[config.mk]
export PLATFORM = sky130hd
export DESIGN_NAME = bank_evict_ctrl
export DESIGN_NICKNAME = d
export VERILOG_FILES = /design/src/rtl/bank_evict_ctrl.sv
export SDC_FILE = /design/constraint.sdc
export NUM_CORES = 1
export LEC_CHECK = 0
export BUFFER_PORTS_ARGS = -buffer_cell sky130_fd_sc_hd__buf_2
export CORE_MARGIN = 2
export CORE_UTILIZATION = 40
export DETAILED_ROUTE_END_ITERATION = 12
export GPL_TIMING_DRIVEN = 0
export PLACE_DENSITY = 0.7
export SETUP_SLACK_MARGIN = 0.02
export SYNTH_ARGS = -nofsm -noshare
export SYNTH_HDL_FRONTEND = slang
export SYNTH_SLANG_ARGS = --single-unit
[constraint.sdc]
create_clock -name clk_i -period 2 [get_ports clk_i]
set_input_delay 0.2 -clock clk_i [delete_from_list [all_inputs] [get_ports clk_i]]
set_output_delay 0.2 -clock clk_i [all_outputs]
set_load 0.02 [all_outputs]
[src/rtl/bank_evict_ctrl.sv]
// rtl/bank_evict_ctrl.sv - victim cacheline write-back sequencer
// Walks the DIRTY offsets of an evicted line lowest-first, then pulses done.
module bank_evict_ctrl #(
    parameter int OFFSET_NUM = 4,
    parameter int OFFSET_W   = 2,
    parameter int LINE_ID_W  = 6
) (
    input  logic                    clk_i,
    input  logic                    rst_i,
    input  logic                    evict_req_i,
    output logic                    evict_ready_o,
    input  logic [LINE_ID_W-1:0]    evict_line_i,
    input  logic [2*OFFSET_NUM-1:0] evict_status_i,
    output logic                    wb_valid_o,
    input  logic                    wb_ready_i,
    output logic [LINE_ID_W-1:0]    wb_line_o,
    output logic [OFFSET_W-1:0]     wb_offset_o,
    output logic                    evict_done_o,
    output logic [OFFSET_W:0]       wb_cnt_o,
    output logic                    busy_o
);

    typedef enum logic [1:0] {
        ST_IDLE = 2'd0,
        ST_WB   = 2'd1,
        ST_DONE = 2'd2
    } state_t;

    localparam logic [OFFSET_W:0] CNT_ONE = 1;

    state_t                  state_q, state_d;
    logic [OFFSET_NUM-1:0]   mask_q, mask_d;
    logic [LINE_ID_W-1:0]    line_q, line_d;
    logic [OFFSET_W:0]       cnt_q, cnt_d;

    logic [OFFSET_NUM-1:0]   dirty_in;
    logic [OFFSET_NUM-1:0]   low_bit;
    logic [OFFSET_W-1:0]     low_idx;

    always_comb begin
        dirty_in = '0;
        for (int k = 0; k < OFFSET_NUM; k++) begin
            dirty_in[k] = (evict_status_i[2*k +: 2] == 2'b10);
        end
    end

    // Scan high to low so the last hit is the lowest pending offset.
    always_comb begin
        low_bit = '0;
        low_idx = '0;
        for (int k = OFFSET_NUM - 1; k >= 0; k--) begin
            if (mask_q[k]) begin
                low_bit    = '0;
                low_bit[k] = 1'b1;
                low_idx    = OFFSET_W'(k);
            end
        end
    end

    always_comb begin
        state_d       = state_q;
        mask_d        = mask_q;
        line_d        = line_q;
        cnt_d         = cnt_q;
        evict_ready_o = 1'b0;
        wb_valid_o    = 1'b0;
        evict_done_o  = 1'b0;
        case (state_q)
            ST_IDLE: begin
                evict_ready_o = 1'b1;
                if (evict_req_i) begin
                    line_d  = evict_line_i;
                    mask_d  = dirty_in;
                    cnt_d   = '0;
                    state_d = (dirty_in != '0) ? ST_WB : ST_DONE;
                end
            end
            ST_WB: begin
                wb_valid_o = 1'b1;
                if (wb_ready_i) begin
                    mask_d = mask_q & ~low_bit;
                    cnt_d  = cnt_q + CNT_ONE;
                    if ((mask_q & ~low_bit) == '0) begin
                        state_d = ST_DONE;
                    end
                end
            end
            ST_DONE: begin
                evict_done_o = 1'b1;
                state_d      = ST_IDLE;
            end
            default: begin
                state_d = ST_IDLE;
            end
        endcase
    end

    always_ff @(posedge clk_i or posedge rst_i) begin
        if (rst_i) begin
            state_q <= ST_IDLE;
            mask_q  <= '0;
            line_q  <= '0;
            cnt_q   <= '0;
        end else begin
            state_q <= state_d;
            mask_q  <= mask_d;
            line_q  <= line_d;
            cnt_q   <= cnt_d;
        end
    end

    assign wb_line_o   = line_q;
    assign wb_offset_o = low_idx;
    assign wb_cnt_o    = cnt_q;
    assign busy_o      = (state_q != ST_IDLE);

endmodule

==> summary.txt, run 1 <==
Yosys
  • Post-synthesis instance area: 733 um2
  • Cell with the most instances after synthesis: dfrtp_1
  • Largest family of logic cells by synthesized area: simple AND/OR/NAND/NOR gates
  • Post-Synth XOR/XNOR Area: 0.0119
  • Yosys reg bits: 15
  • Synth top cells by count: 15 x dfrtp_1, 7 x a21oi_1
  • Predominant post-synthesis flop cell: dfrtp_1
  • Post-synthesis async set-or-reset flop share: 1.00
  • Multiplexer share of the synthesized area: 0.0922
  • Mapped Cells: 71
  • Synth warn: 0
  • Compound-gate portion of the synthesized area: 0.164
  • Area contributors post-synth: dfrtp_1 51%, mux2_2 9.2%, nor2b_1 5.1%
  • Synth top area share: 0.512
  • Distinct cells, synth: 24
  • Net Count, Synth: 90
  • Synth Area in Simple Gates: 0.171
  • Seq/Total Area, Yosys: 0.512
  • Adder-Cell Fraction of Synth Area: 0.0171
  • Post-Syn Area per Cell: 10.3 um2
  • Area leader, netlist: dfrtp_1
  • EDFF count, synth: 0

CTS
  • CTS buffer count: 3
  • Worst skew pair latency: 0.28 ns
  • # clock sinks: 15
  • Cts repair resizes: 0
  • TritonCTS clock tree: built
  • H-tree depth: 1
  • Max Buffers Root-to-Sink: 2
  • Clock transition at path regs: 0.09 ns
  • Clock tree root driver cell: clkbuf_4

Floorplan
  • Core area: 1730 um2
  • Starting Density: 0.425
  • Cell row count: 15
  • I/O pins: 33
  • Chip width: 46.8 um
  • Total die area: 2190 um2
  • Die height: 46.8 um

STA
  • Setup tns final: 0 ns
  • Setup Skew: 0.00521 ns
  • Max Fclk: 699 MHz
  • Final setup viols: 0
  • Setup ws final: 0.570 ns
  • Fin crit period: 1.43 ns
  • Period Utilization, post-route: 0.715
  • RSZ-0062 raised after global routing: no
  • Final Hold Vio Count: 0
  • Slew Viols, Final: 0
  • Least-Margin Pin Slew: 0.570 ns
  • Final hold slack: 0.147 ns
  • Slew Limit Headroom: 0.620

Critical path
  • Reg2reg end: state_q[1]$_DFFE_PP0P_
  • CP Buf/Inv Count: 1
  • CP Class: reg2out
  • CP Data Required Time: 1.80 ns
  • Crit path DAT: 1.23 ns
  • Crit path cell chain: nor2_1 > o21a_1 > buf_2
  • CP Max Fanout: 6
  • R2R cell count: 6
  • CP delay by family, top: flip-flops
  • Crit-path slowest cell: dfrtp_1
  • Crit start category: flip-flop
  • Worst path max stage delay: 0.44 ns
  • FF-to-FF Start: state_q[1]$_DFFE_PP0P_
  • R2R Setup Slk: 0.74 ns
  • Worst setup EP type: primary output

Drt
  • Final WL: 1.46 mm
  • Wirelength per Cell: 11.1 um
  • DR vias: 641
  • Post-route ant nets: 0
  • TritonRoute pass-1 iters: 4
  • Number of remaining DRC errors: 0
  • Vias per cell: 4.86
  • 1st-iter DRT viols: 6

Placement
  • DP HPWL: 1.16 mm
  • Worst slack at placement: 0.761 ns
  • GPL Wtd Cong: 0.834
  • PortBufs: 31

Power and ir drop
  • PwrDens: 1630 nW/um2
  • Leak: 0.484 nW
  • IR drop worst, VDD: 0.000779 V

Worst hold path
  • Min-Delay Startpoint: evict_line_i[3]
  • Hold WC Path Type: in2reg
  • Hold Path Stages: 2
  • Hold endpoint: wb_line_o[3]$_DFFE_PP0P_

Finish
  • Share of cells above drive strength 1: 0.439
  • Fill cell total of the finished layout: 179
  • Area grow syn2layout: 30.4%
  • Antenna Cells: 0
  • Final net count: 127
  • Fin util: 0.554

Global routing
  • Grt ovf: 0
  • Initial antenna violation count: 0
  • Vias in the first global route: 652
  • Largest net degree at the start of global routing: 16
  • First-pass GRT wire length: 2.55 mm
  • Tot GR Track Use: 0.165

Flow run
  • MaxCap Viol Count: 0

Status
  • Status: completed
logic make-up (layout without fill, tap and decap cells):
logic type                 count (synthesis)  after routing
adders and majority gates                  1              1
AOI/OAI and AO/OA                         19             19
muxes                                      6              6
buffers and inverters                      6             42
DFF                                       15             15
and+or+nand+nor                           23             23
xor gates and xnor gates                   1              1
cells in the final DEF, fill, tap and decap left out, drive strengths merged, types with 3 or more instances in the layout:
master	netlist	final
dfrtp	15	15
o21ai	8	8
nand2	8	8
inv	5	5
nor2	3	3
clkbuf	1	5
mux2	6	6
nor2b	6	6
buf	0	31
nand3	3	3
a21oi	7	7
worst max path at each step:
stage,start,end,slack [ns],depth (start not counted)
after floorplan,state_q[0]$_DFFE_PP0P_,wb_line_o[0]$_DFFE_PP0P_,0.78,3
after global placement,state_q[1]$_DFFE_PP0P_,state_q[1]$_DFFE_PP0P_,0.77,6
after detailed placement,state_q[1]$_DFFE_PP0P_,state_q[1]$_DFFE_PP0P_,0.76,6
after CTS,mask_q[0]$_DFFE_PP0P_,wb_offset_o[1],0.56,3
after global routing,mask_q[0]$_DFFE_PP0P_,wb_offset_o[1],0.45,3
final,mask_q[0]$_DFFE_PP0P_,wb_offset_o[1],0.57,3
state kept, by name (all words and copies together) (netlist names):
register	cells
wb_cnt_o	3
wb_line_o	6
mask_q	4
state_q	2
report_power, final:
| group | internal, mW | switching, mW |
|---|---|---|
| Clock | 0.0773 | 0.0942 |
| Combinational | 0.316 | 0.506 |
| Sequential | 0.443 | 0.118 |
| Total | 0.837 | 0.718 |
metrics by stage:
stage / instances / total power, mW / instance area (um2)
finish: 132 / 1.55 / 956
global placement: 127 / 1.38 / 920
CTS: 132 / 1.57 / 956
detailed placement: 127 / 1.40 / 920
global route: 132 / 1.67 / 956
floorplan: 71 / 1.14 / 733
layout make-up:
type / instances / area [um2] / share of cell area
flip-flops and latches: 15 / 375 / 0.393
multi-input cells: 50 / 334 / 0.349
repair buffers: 32 / 165 / 0.173
well taps: 25 / 31.3 / 0.0327
clock buffers: 4 / 26.3 / 0.0275
inverters: 5 / 18.8 / 0.0196
plain buffers: 1 / 5.00 / 0.00524
per-layer routing:
metal	GRT usage	share of wire	vias to the layer above
li1	-	-	316
met1	0.209	0.47	285
met2	0.268	0.43	36
met3	0.0269	0.084	4
met4	0.0889	0.017	0
met5	0	0	-
what timing repair did:
item,4_1_cts,5_1_grt
endpoints found under the hold margin,15,0
hold buffers,1,0
setup buffers,0,0
worst register-to-register path: stages, from the launching register on:
cell	delay (ns)
dfrtp_1	0.43
inv_2	0.12
nand2_2	0.07
inv_2	0.13
o311a_1	0.20
a21oi_1	0.06
nor2b_1	0.14
Power figures use the tool's default switching activity.
==> run 2, diff against run 1 <==
--- a/config.mk
+++ b/config.mk
@@ -10,7 +10,7 @@
 export CORE_UTILIZATION = 40
 export DETAILED_ROUTE_END_ITERATION = 12
 export GPL_TIMING_DRIVEN = 0
-export PLACE_DENSITY = 0.7
+export PLACE_DENSITY = 0.72
 export SETUP_SLACK_MARGIN = 0.02
 export SYNTH_ARGS = -nofsm -noshare
 export SYNTH_HDL_FRONTEND = slang
==> constraint.sdc (replaced) <==
create_clock -name clk_i -period 1.3 [get_ports clk_i]
set_input_delay 0.13 -clock clk_i [delete_from_list [all_inputs] [get_ports clk_i]]
set_output_delay 0.13 -clock clk_i [all_outputs]
set_load 0.02 [all_outputs]
==> run 2 against run 1 <==
Wire length grew 7.4%; non-clock buffer count up 8; final area rose by 11%; sequential power up 56%; critical endpoint unchanged; highest routed layer unchanged; cell count up 6.1%; setup slack got worse by 0.53 ns; sequential cell count did not move; power increased by 80%; register-to-register slack lost 0.65 ns; core utilization increased by 6.2 points; global-route usage decreased by 0.73 points; largest power group unchanged; clock-buffer cell count unchanged.
==> summary.txt, run 2 (synthesis results as in run 1) <==
Drt
  • Final WL: 1.57 mm (+7.4%)
  • TritonRoute pass-1 iters: 4 (unchanged)
  • Number of remaining DRC errors: 0 (unchanged)
  • DR vias: 651 (+1.6%)
  • Post-route ant nets: 0 (unchanged)
  • Wirelength per Cell: 11.2 um (+1.3%)
  • 1st-iter DRT viols: 6 (unchanged)
  • Vias per cell: 4.65 (-4.2%)

Finish
  • Most frequent cells in the layout: 26 x buf_2, 14 x dfrtp_1, 10 x buf_4
  • Final net count: 135 (+6.3%)
  • Multi-input gate area: 353 um2 (+5.6%)
  • Area grow syn2layout: 44.9%
  • Fill cell total of the finished layout: 174 (-2.8%)
  • Max reg flops: 6 (unchanged)
  • Antenna Cells: 0 (unchanged)
  • Share of cells above drive strength 1: 0.522 (+0.0825)
  • Seq. cell area: 377 um2 (+0.33%)
  • Commonest non-fill, non-tap cell in the layout: buf_2
  • Fin util: 0.615 (+0.0616)

CTS
  • Worst skew pair latency: 0.28 ns (about the same)
  • TritonCTS clock tree: built
  • # clock sinks: 15 (unchanged)
  • H-tree depth: 1 (unchanged)
  • Clock tree root driver cell: clkbuf_4
  • CTS buffer count: 3 (unchanged)
  • Max Buffers Root-to-Sink: 2 (unchanged)
  • Clock transition at path regs: 0.09 ns (about the same)

Critical path
  • Setup crit end: wb_offset_o[1]
  • R2R cell count: 3 (-3)
  • CP Class: reg2out
  • Crit start category: flip-flop
  • CP Data Required Time: 1.17 ns (-0.63 ns)
  • CP Max Fanout: 5 (-1)
  • Crit path DAT: 1.13 ns (-0.10 ns)
  • Worst Setup SP: mask_q[0]$_DFFE_PP0P_
  • Reg2reg end: wb_line_o[5]$_DFFE_PP0P_
  • R2R Setup Slk: 0.09 ns (-0.65 ns)
  • Worst setup EP type: primary output
  • FF-to-FF Start: state_q[0]$_DFFE_PP0P_

STA
  • Final hold slack: 0.0723 ns (-0.0746 ns)
  • Final Hold Vio Count: 0 (unchanged)
  • Max Fclk: 794 MHz
  • Setup Skew: 0.00369 ns (-0.00153 ns)
  • Setup ws final: 0.0403 ns (-0.529 ns)
  • Slew Limit Headroom: 0.619 (about the same)
  • Period Utilization, post-route: 0.969
  • Setup tns final: 0 ns (unchanged)
  • RSZ-0062 raised after global routing: yes
  • Least-Margin Pin Slew: 0.571 ns (+0.000504 ns)
  • Final setup viols: 0 (unchanged)
  • Slew Viols, Final: 0 (unchanged)
  • Fin crit period: 1.26 ns

Floorplan
  • Core area: 1730 um2 (unchanged)
  • Chip width: 46.8 um (unchanged)
  • Starting Density: 0.425 (unchanged)
  • I/O pins: 33 (unchanged)
  • Cell row count: 15 (unchanged)
  • Die height: 46.8 um (unchanged)
  • Total die area: 2190 um2 (unchanged)

Placement
  • DP HPWL: 1.13 mm (-2.3%)
  • GPL Wtd Cong: 0.855 (+2.5%)
  • Worst slack at placement: 0.0662 ns (-0.694 ns)
  • PortBufs: 31 (unchanged)

Global routing
  • Vias in the first global route: 593 (-9.0%)
  • Largest net degree at the start of global routing: 16 (unchanged)
  • First-pass GRT wire length: 2.41 mm (-5.4%)
  • Tot GR Track Use: 0.157 (-0.00729)
  • Initial antenna violation count: 0 (unchanged)
  • Grt ovf: 0 (unchanged)

Power and ir drop
  • Leak: 0.534 nW (+10%)
  • PwrDens: 2630 nW/um2 (+62%)
  • IR drop worst, VDD: 0.00143 V (+84%)
  • Total power draw: 2.80 mW (+80%)

Worst hold path
  • Hold Path Stages: 2 (unchanged)
  • Hold WC Path Type: in2reg

Flow run
  • MaxCap Viol Count: 0 (unchanged)

Status
  • Status: completed
[run 2: area by class of cell]
class,count,share of cell area
timing repair buffer,40,0.234
buffer,1,0.00471
clock buffer,4,0.0247
tap,25,0.0294
multi-input combinational,50,0.332
inverter,5,0.0200
sequential,15,0.355
[run 2: worst min path at each step]
stage | startpoint | to | slack [ns]
CTS | evict_line_i[2] | wb_line_o[2]$_DFFE_PP0P_ | 0.07
global route | evict_line_i[3] | wb_line_o[3]$_DFFE_PP0P_ | 0.07
detailed placement | rst_i | wb_line_o[3]$_DFFE_PP0P_ | 0.22
finish | evict_line_i[4] | wb_line_o[4]$_DFFE_PP0P_ | 0.07
floorplan | rst_i | mask_q[0]$_DFFE_PP0P_ | 0.03
global placement | rst_i | wb_line_o[4]$_DFFE_PP0P_ | 0.21
[run 2: report_power, final]
| part | internal (mW) | leakage (nW) | switching (mW) |
|---|---|---|---|
| registers | 0.685 | 0.188 | 0.192 |
| clock network | 0.119 | 0.0150 | 0.148 |
| logic | 0.784 | 0.331 | 0.869 |
[run 2: critical path: stages, from the launching register on]
cell	delay, ns
dfrtp_1	0.44
nor2_2	0.15
o21a_1	0.15
buf_6	0.11
[run 2: routing by layer]
layer  GRT usage  vias to the layer above  wire (um)
met3      0.0231                        3        112
met1       0.218                      280        724
met2       0.238                       32        706
met4      0.0833                        0         24
met5           0                        -          0
li1            -                      336          -
[run 2: through the flow]
stage | cells | instance area, um2
CTS | 136 | 1000
detailed placement | 127 | 920
finish | 140 | 1060
global placement | 127 | 920
global route | 140 | 1060
floorplan | 71 | 733
[run 2: what timing repair did]
action                                 in CTS  in global routing
hold buffers                                1                  0
endpoints found under the hold margin      15                  0
gates resized for setup                     5                 10
setup endpoints to repair                   4                  7
pin swaps                                   2                  3
buffers inserted                            4                  4
